==> config.mk <==
export PLATFORM = sky130hd
export DESIGN_NAME = priority_encoder_hs
export DESIGN_NICKNAME = d
export VERILOG_FILES = /design/src/rtl/priority_encoder_hs.sv
export SDC_FILE = /design/constraint.sdc
export NUM_CORES = 1
export LEC_CHECK = 0
export CAP_MARGIN = 40
export CORE_MARGIN = 4
export CORE_UTILIZATION = 43
export DETAILED_ROUTE_END_ITERATION = 16
export MAX_ROUTING_LAYER = met4
export PLACE_DENSITY = 0.84
export SKIP_LAST_GASP = 1
export SLEW_MARGIN = 20
export SYNTH_ARGS = -nofsm -noshare
export SYNTH_HDL_FRONTEND = slang
export SYNTH_SLANG_ARGS = --single-unit
==> constraint.sdc <==
create_clock -name clk -period 3.4 [get_ports clk]
set_input_delay 0.51 -clock clk [delete_from_list [all_inputs] [get_ports clk]]
set_output_delay 0.51 -clock clk [all_outputs]
set_load 0.01 [all_outputs]
==> src/rtl/priority_encoder_hs.sv <==
// Registered priority encoder with a valid/ready grant handshake and a pending-request vector.
// Optional round-robin arbitration is compiled when PRIORITY_ENCODER_HS_RR_EN is defined.
module priority_encoder_hs #(
  parameter  int unsigned N = 8,
  localparam int unsigned W = $clog2(N)
) (
  input  logic         clk,
  input  logic         rst_n,
  input  logic         en,
  input  logic [N-1:0] in,
  input  logic         ready,
  output logic [W-1:0] out,
  output logic         valid,
  output logic [N-1:0] pend,
  output logic         idle
);

  logic [N-1:0] pend_q, pend_d;
  logic [W-1:0] out_q, out_d;
  logic         valid_q, valid_d;

  logic         acc;
  logic         load;
  logic [N-1:0] acc_mask;
  logic [N-1:0] cand;
  logic [W-1:0] sel;

  always_comb begin
    acc      = valid_q & ready;
    acc_mask = '0;
    if (acc) acc_mask[out_q] = 1'b1;
    cand     = pend_q & ~acc_mask;
    // set wins over clear: a request re-asserted on the accepted index survives
    pend_d   = cand | ({N{~en}} & in);
    load     = ~valid_q | acc;
    valid_d  = valid_q;
    out_d    = out_q;
    if (load) begin
      valid_d = |cand;
      if (|cand) out_d = sel;
    end
  end

`ifdef PRIORITY_ENCODER_HS_RR_EN
  logic [W-1:0] ptr_q, ptr_d;
  int unsigned  idx;
  logic         found;

  // Search downward from (last-1) mod N; the pointer follows an acceptance in the same cycle.
  always_comb begin
    ptr_d = acc ? out_q : ptr_q;
    sel   = '0;
    found = 1'b0;
    idx   = 0;
    for (int unsigned k = 0; k < N; k++) begin
      idx = (32'(ptr_d) + N - 1 - k) % N;
      if (!found && cand[idx]) begin
        sel   = W'(idx);
        found = 1'b1;
      end
    end
  end

  always_ff @(posedge clk or negedge rst_n) begin
    if (!rst_n) ptr_q <= '0;
    else        ptr_q <= ptr_d;
  end
`else
  always_comb begin
    sel = '0;
    for (int unsigned i = 0; i < N; i++) begin
      if (cand[i]) sel = W'(i);
    end
  end
`endif

  always_ff @(posedge clk or negedge rst_n) begin
    if (!rst_n) begin
      pend_q  <= '0;
      out_q   <= '0;
      valid_q <= 1'b0;
    end else begin
      pend_q  <= pend_d;
      out_q   <= out_d;
      valid_q <= valid_d;
    end
  end

  assign out   = out_q;
  assign valid = valid_q;
  assign pend  = pend_q;
  assign idle  = ~valid_q & ~(|pend_q);

endmodule
==> results of run 1 <==
## area by class of cell
type	instances	area [µm²]	area share, %
clock buffer	3	22.5	2.54
timing repair buffer	24	240	27.0
multi-input combinational	42	265	29.9
sequential	12	300	33.8
inverter	11	41.3	4.65
tap	15	18.8	2.11
## worst max path at each step
| stage | from | to | cells after the start |
|---|---|---|---|
| 3_5_place_dp | ready | out[0] | 6 |
| 4_1_cts | pend[0] | idle | 4 |
| 6_report | pend[0] | idle | 4 |
| 3_3_place_gp | ready | out[0] | 6 |
| 5_1_grt | pend[0] | idle | 4 |
| 2_1_floorplan | pend[1] | idle | 3 |
## metal layers
metal  vias to the layer above  share of wire (%)  GRT usage (%)
met2                        25                 50           28.1
met4                         0                  0           1.75
li1                        283                  -              -
met5                         -                  0              -
met3                         0                7.0           4.74
met1                       289                 43           20.7
## cell usage after synthesis, drive strengths merged
cell	number	share of area [%]
nor2	2	1.2
nand2	6	3.7
o211ai	1	1.2
nor4	2	2.1
a31oi	2	2.1
o31ai	2	4.1
nand4	2	3.1
o21ai	15	14
nand3b	1	1.2
mux2i	2	3.3
o21a	1	1.2
nand2b	2	2.1
a22o	1	1.4
nand3	1	0.82
inv	11	6.8
dfrtp	12	49
or2b	2	2.5
## per-stage QoR
| step | instance area, µm² | power [mW] | setup slack, ns | std cells | utilization [%] |
|---|---|---|---|---|---|
| finish | 888 | 0.537 | 0.998 | 107 | 67.4 |
| CTS | 888 | 0.540 | 0.978 | 107 | 67.4 |
| detailed placement | 866 | 0.455 | 1.12 | 104 | 65.7 |
| floorplan | 607 | 0.332 | 1.79 | 65 | - |
| global placement | 866 | 0.449 | 1.20 | 104 | 65.7 |
| global route | 888 | 0.573 | 0.831 | 107 | 67.4 |
## worst reg2reg max path, stage by stage (launching register included)
cell	delay [ns]
dfrtp_1	0.41
nand3b_1	0.28
o21ai_1	0.32
nand4_2	0.19
o21ai_2	0.23
mux2i_1	0.22
## flip-flops by register name, indices dropped and copies added, names as in the netlist
name,count
out,3
valid,1
pend,8
## report_power, final
group / switching [mW] / internal [mW]
Combinational: 0.114 / 0.115
Sequential: 0.0477 / 0.179
Clock: 0.0413 / 0.0408
## kinds of logic after synthesis
logic type,count (synthesis)
buffers and inverters,11
multiplexers,2
AND/OR/NAND/NOR,18
flip-flops,12
AO/OA/AOI/OAI,22
==> out/qor.csv, run 1 <==
metric,value,unit
gp_congestion,0.863,
antenna_cells,0,
powerDensity,605,nW/µm²
path_class,flop to output pin,
grt_start_max_net_pins,13,
cpLargestDelayFamily,simple AND/OR/NAND/NOR gates,
synth_top_family_by_area,compound AO/OA/AOI/OAI gates,
synth_area,607,µm²
cts_tree,yes,
post_cts_buffers,0,
cts_hold_buf,0,
crit_chain,nor4_1 > nand2_1 > nor4_1 > clkdlybuf4s50_1,
h-tree-depth,1,
cts_root_buf,clkbuf_4,
max_freq,416,MHz
grt_pass1_vias,557,
cts_resized,0,
ys_ff_latch,12,
timing.rr.end,out[0],
peakVddDrop,0.264,mV
antenna_found_initial,0,
dieArea,2080,µm²
nets,106,
final_cell_mix,"24 x clkdlybuf4s50_1, 12 x dfrtp_1, 11 x inv_1",
cap_violations,0,
drtIter0Drc,10,
die_h,45.6,µm
drt_pass1_iterations,4,
start_util,46.1,%
dp_hpwl,1220,µm
cp_common_cell,nor4_1,
synth-compound-area-share,23.7,%
grt_usage,16.8,%
clock_sinks,12,
io_pins,25,
synth_cell_types,20,
cts_buffer_depth,2,
fillCellCount,99,
core,1320,µm²
hold_path_depth,1,
slowest_stage,clkdlybuf4s50_1,
synth_nets,77,
dr_total_vias,597,
setup_tns,0,ns
cp-start-kind,flop,
cp.required,2.89,ns
clock_latency,0.26,ns
max_stage_delay,0.60,ns
timing.hold.worst.class,flop to flop,
postSynthAreaPerCell,9.34,µm²
cp.arrival,1.89,ns
vias_per_cell,5.58,
drv_slew,0,
hold_viol_final,0,
postRouteAntennaNets,0,
rsz0062_at_grt,no,
die_width,45.6,µm
max_slew.worst_pin.slew,0.542,ns
cts_made_buffers,3,
period_minus_slack,2.40,ns
slew_headroom,63.7,%
crit_path_end_kind,output pin,
status,"complete, no violations",
finalSetupViolations,0,
wl_per_cell,14.2,µm
synth_mux_area_share,3.30,%
yosys_warnings,0,
path_buf_inv,1,
drc_errors,0,
path_max_fanout,3,
fp-row-count,13,
hold_slack,0.564,ns
final_common_cell,clkdlybuf4s50_1,
synthToLayoutAreaGrowth,46.4,%
synth-adder-area-share,0,%
synth-xor-area-share,0,%
r2r_start,out[2],
synthCells,65,
portBuffers,24,
period_share,70.7,%
grt-ovfl-total,0,
min_to,out[2],
r2r_setup_slack,1.67,ns
clkTransAtPathRegs,0.07,ns
hold_start,out[2],
finClkSkew,0.00872,ns
power.leakage,0.379,nW
seq_area_frac_synth,49.5,%
reg2reg_depth,5,
grt_pass1_wl,2460,µm
drive_above_1_share,8.70,%
wl,1520,µm
synth-simple-area-share,16.7,%
Note: power is estimated with default switching activity, not from simulation.
==> run 2: changes to the inputs <==
Settings changed: CORE_UTILIZATION 43 to 36, PLACE_DENSITY 0.84 to 0.76.
Clock period 3.4 ns to 2.1 ns, I/O delays scaled along.
==> out/qor.csv, run 2 (same netlist as run 1, synthesis figures left out) <==
metric,value,unit,change
finClkSkew,0.00143,ns,was 0.00872 ns
antenna_found_initial,0,,unchanged
cap_violations,0,,unchanged
cts_made_buffers,3,,unchanged
dieArea,2410,µm²,was 2080 µm²
drt_pass1_iterations,4,,unchanged
rsz0062_at_grt,no,,unchanged
timing.hold.worst.class,primary input to async pin,,was flop to flop
post_cts_buffers,0,,unchanged
clock_sinks,12,,unchanged
core,1540,µm²,was 1320 µm²
finalPower,0.918,mW,was 0.537 mW
cts_buffer_depth,2,,unchanged
dr_total_vias,606,,was 597
drive_above_1_share,12.5,%,was 8.70%
path_class,flop to output pin,,unchanged
cts_tree,yes,,unchanged
max_slew.worst_pin.slew,0.560,ns,was 0.542 ns
seq_power_share,39.8,%,was 42.2%
path_buf_inv,1,,unchanged
drv_slew,0,,unchanged
cp_common_cell,nor4_1,,unchanged
final_cell_mix,"23 x clkdlybuf4s50_1, 12 x dfrtp_1, 11 x inv_1",,"was 24 x clkdlybuf4s50_1, 12 x dfrtp_1, 11 x inv_1"
gp_congestion,0.826,,was 0.863
period_minus_slack,1.82,ns,
p_int,0.578,mW,was 0.335 mW
final_common_cell,clkdlybuf4s50_1,,unchanged
hold_viol_final,0,,unchanged
wl_per_cell,14.3,µm,was 14.2 µm
path_max_fanout,3,,unchanged
drc_errors,0,,unchanged
die_width,49.1,µm,was 45.6 µm
pwr-share-comb,45.3,%,was 42.5%
nets,110,,was 106
grt_usage,14.2,%,was 16.8%
cp.required,1.78,ns,was 2.89 ns
grt_pass1_wl,2610,µm,was 2460 µm
clock_latency,0.26,ns,about the same
cpLargestDelayFamily,simple AND/OR/NAND/NOR gates,,unchanged
dp_hpwl,1240,µm,was 1220 µm
grt_start_max_net_pins,13,,unchanged
start_util,39.4,%,was 46.1%
pwr-share-clk,14.9,%,was 15.3%
die_h,49.1,µm,was 45.6 µm
slowest_stage,dfrtp_1,,was clkdlybuf4s50_1
cts_root_buf,clkbuf_4,,unchanged
p_switching,0.340,mW,was 0.203 mW
grt_pass1_vias,590,,was 557
max_stage_delay,0.42,ns,was 0.60 ns
finalSetupViolations,0,,unchanged
peakVddDrop,0.604,mV,was 0.264 mV
crit_path_end_kind,output pin,,unchanged
grt-ovfl-total,0,,unchanged
power.leakage,0.405,nW,was 0.379 nW
powerDensity,1000,nW/µm²,was 605 nW/µm²
portBuffers,24,,unchanged
cp.arrival,1.51,ns,was 1.89 ns
largest_reg_flops,8,,unchanged
fp-row-count,14,,was 13
antenna_cells,0,,unchanged
cp-start-kind,flop,,unchanged
synthToLayoutAreaGrowth,51.3,%,was 46.4%
crit_chain,nor4_1 > nand2_1 > nor4_1 > dlygate4sd2_1,,was nor4_1 > nand2_1 > nor4_1 > clkdlybuf4s50_1
status,"complete, no violations",,unchanged
p_sw_share,37.0,%,was 37.7%
h-tree-depth,1,,unchanged
wl,1600,µm,was 1520 µm
clkTransAtPathRegs,0.07,ns,about the same
period_share,86.8,%,
drtIter0Drc,13,,was 10
vias_per_cell,5.41,,was 5.58
io_pins,25,,unchanged
max_freq,549,MHz,
postRouteAntennaNets,0,,unchanged
slew_headroom,62.6,%,was 63.7%
setup_tns,0,ns,unchanged
run 2: cell count changes in the layout (fill, tap and decap cells not counted), sizes merged:
cell / change
buf: +4
dlygate4sd2: +1
clkdlybuf4s50: -1
run 2: layout make-up:
cell class	count	area (µm²)
fill	141	623
sequential	12	300
timing repair buffer	28	269
multi-input combinational	42	265
inverter	11	41.3
clock buffer	3	22.5
tap	16	20.0
run 2: path summary, 6_finish.rpt:
kind / from / end / slack, ns / depth (start not counted)
setup / recovery: pend[0] / idle / 0.28 / 4
hold / removal: rst_n / pend[4] / 0.41 / 1
setup reg to reg: out[2] / out[0] / 0.46 / 5
hold reg to reg: out[2] / out[2] / 0.58 / 1
max in group asynchronous: rst_n / pend[2] / 1.33 / 1
min in group clk: out[2] / out[2] / 0.58 / 1
run 2: power groups by stage:
stage	sequential, mW	combinational (mW)	clock (mW)
floorplan	0.383	0.155	0
global placement	0.369	0.404	0
detailed placement	0.369	0.411	0
CTS	0.365	0.415	0.145
global route	0.377	0.450	0.155
finish	0.365	0.416	0.137
run 2: repair_timing:
action / 4_1_cts / 5_1_grt
hold buffers: 0 / 0
resized for setup: 1 / 0
endpoints found under the setup margin: 1 / 0
run 2: layer usage:
metal | up-vias | GRT usage, % | share of wire [%]
li1 | 291 | - | -
met1 | 290 | 16.6 | 45
met2 | 23 | 23.0 | 48
met3 | 2 | 3.06 | 6.5
met4 | 0 | 6.73 | 0.37
met5 | - | - | 0
run 2: metrics by stage:
step                hold WS [ns]  setup slack, ns  util, %  cell area [µm²]  cells
finish                     0.409            0.278     59.6              918    112
global route               0.428            0.182     59.6              918    112
detailed placement         0.562           0.0834     58.2              897    109
CTS                        0.417            0.258     59.6              918    112
floorplan                 0.0194            0.565        -              607     65
global placement           0.546           0.0847     58.2              897    109
==> RTL change (flow settings as in run 2) <==
Add a define of `PRIORITY_ENCODER_HS_RR_EN`.
--- a/src/rtl/priority_encoder_hs.sv
+++ b/src/rtl/priority_encoder_hs.sv
@@ -1,5 +1,7 @@
 // Registered priority encoder with a valid/ready grant handshake and a pending-request vector.
 // Optional round-robin arbitration is compiled when PRIORITY_ENCODER_HS_RR_EN is defined.
+`define PRIORITY_ENCODER_HS_RR_EN
+
 module priority_encoder_hs #(
   parameter  int unsigned N = 8,
   localparam int unsigned W = $clog2(N)
Behaviour: not the same (a bounded check fails within 4 cycles, from zero or initial values and one cycle with rst_n low).
==> RTL change against run 2 <==
Largest power group unchanged; power increased to 4.8 times the old value; wire length increased to 3.9 times the old value; highest routed layer unchanged; clock power increased by 81%; area after synthesis increased to 2.7 times the old value; cell area increased to 3.0 times the old value; sequential cell count increased by 3; setup slack got worse by 1.4 ns; hold slack got worse by 0.038 ns; the run now ends with setup timing left.
==> RTL change: results (changes against run 2) <==
Outcome
  – Status: finished with violations (was complete, no violations)
  – Failing checks: setup timing

Yosys
  – Synth cell types: 54 (was 20)
  – Syn nets: 206 (was 77)
  – Register area share after synthesis: 23.3% (was 49.5%)
  – Synth top area cells: dfrtp_1 (23%), mux2i_1 (8.1%), o21ai_0 (7.1%) (was dfrtp_1 (49%), inv_1 (6.8%), o21ai_0 (6.6%))
  – Most frequent cells after synthesis: o21ai_0 (23), inv_1 (17), dfrtp_1 (15), mux2i_1 (13), nor2_1 (12) (was dfrtp_1 (12), inv_1 (11), o21ai_0 (8), nand2_1 (6), o21ai_1 (5))

Power
  – Clk power: 0.248 mW (was 0.137 mW)
  – Switching power: 1.98 mW (was 0.340 mW)
  – Power share of the combinational group: 81.0% (was 45.3%)
  – Total power: 4.38 mW (was 0.918 mW)
  – Max VDD drop: 0.848 mV (was 0.604 mV)

Critical path
  – Crit path largest cell delay: 0.45 ns (was 0.42 ns)
  – End of the critical path: out[1]$_DFFE_PN0P_ (was idle)
  – CP Max Fanout: 6 (was 3)
  – CP max-delay cell: dfrtp_2 (was dfrtp_1)
  – Depth of the most critical reg-to-reg path: 14 (was 5)
  – Crit-path leading delay family: compound AO/OA/AOI/OAI gates (was simple AND/OR/NAND/NOR gates)
  – Critical Path Start: valid$_DFFE_PN0N_ (was pend[0]$_DFF_PN0_)
  – R2R Path End: out[1]$_DFFE_PN0P_ (was out[0]$_DFFE_PN0P_)
  – Arrival @ worst endpoint: 3.41 ns (was 1.51 ns)

Detailed routing
  – Initial DRC count: 121 (was 13)
  – Via count: 2031 (was 606)
  – Total iterations of the first detailed-routing run: 5 (was 4)
  – Routed met3 length: 459 um (was 104 um)
  – WL met2: 2880 um (was 770 um)
  – WL final: 6180 um (was 1600 um)
  – Antenna-violating nets left: 0 (unchanged)
  – Met1 WL: 2590 um (was 719 um)

GRT
  – First-pass GRT wire length: 10100 um (was 2610 um)
  – GR Util met3: 3.47% (was 3.06%)
  – Gr usage total: 24.7% (was 14.2%)
  – GR Util met2: 39.0% (was 23.0%)
  – Vias in the first global route: 2051 (was 590)
  – Global routing met1 resource utilization: 31.3% (was 16.6%)

Finish
  – # nets final: 317 (was 110)

STA
  – Final setup viols: 3 (was 0)
  – Setup ws final: -1.16 ns (was 0.278 ns)
  – Max-slew headroom: 72.1% (was 62.6%)
  – Setup TNS Final: -3.39 ns (was 0 ns)
  – Max Clock Skew: 0.00709 ns (was 0.00143 ns)

Clocking
  – Clk root buf: clkbuf_8 (was clkbuf_4)

Placement
  – HPWL Detailed: 4920 um (was 1240 um)
  – Final Wtd Congestion: 0.971 (was 0.826)
  – Dpl cell area: 2540 um2 (was 897 um2)
==> RTL change: cell types whose count changed after synthesis, moves of 4 or more <==
| cell | before | now |
|---|---|---|
| nand2_1 | 6 | 11 |
| a211oi_1 | 0 | 4 |
| o21ai_1 | 5 | 0 |
| o21ai_0 | 8 | 23 |
| nor2_1 | 2 | 12 |
| mux2i_1 | 2 | 13 |
| nand3_1 | 1 | 11 |
| a21oi_1 | 0 | 5 |
| o221ai_1 | 0 | 4 |
| inv_1 | 11 | 17 |
| nor3_1 | 0 | 8 |
| o32ai_1 | 0 | 4 |
==> RTL change: layout make-up <==
type                       count  area, um2
fill                         357       1640
multi-input combinational    155       1270
timing repair buffer         110        880
sequential                    15        377
inverter                      18       72.6
tap                           52       65.1
clock buffer                   3       41.3
clock inverter                 1       7.51
==> RTL change: cells by family (layout without fill, tap and decap cells) <==
| family | Yosys count | in the layout | synth area share (%) |
|---|---|---|---|
| AND/OR/NAND/NOR | 68 | 68 | 24.4 |
| AO/OA/AOI/OAI | 68 | 68 | 32.2 |
| flip-flops | 15 | 15 | 23.3 |
| multiplexers | 15 | 15 | 10.9 |
| adder cells (fa/ha/maj) | 2 | 2 | 1.55 |
| buffers and inverters | 22 | 132 | 6.67 |
| XOR/XNOR | 2 | 2 | 1.09 |
==> RTL change: timing repair <==
action | 4_1_cts | 5_1_grt
setup endpoints to repair | 5 | 4
pin swaps | 13 | 4
gates resized for setup | 13 | 12
setup buffers | 4 | 0
==> RTL change: stage by stage <==
step	setup WS, ns	hold WS [ns]	instances
2_1_floorplan	-1.22	0.0194	192
3_3_place_gp	-1.60	0.650	346
3_5_place_dp	-1.72	0.652	346
4_1_cts	-1.15	0.373	354
5_1_grt	-1.28	0.396	354
6_report	-1.16	0.371	354
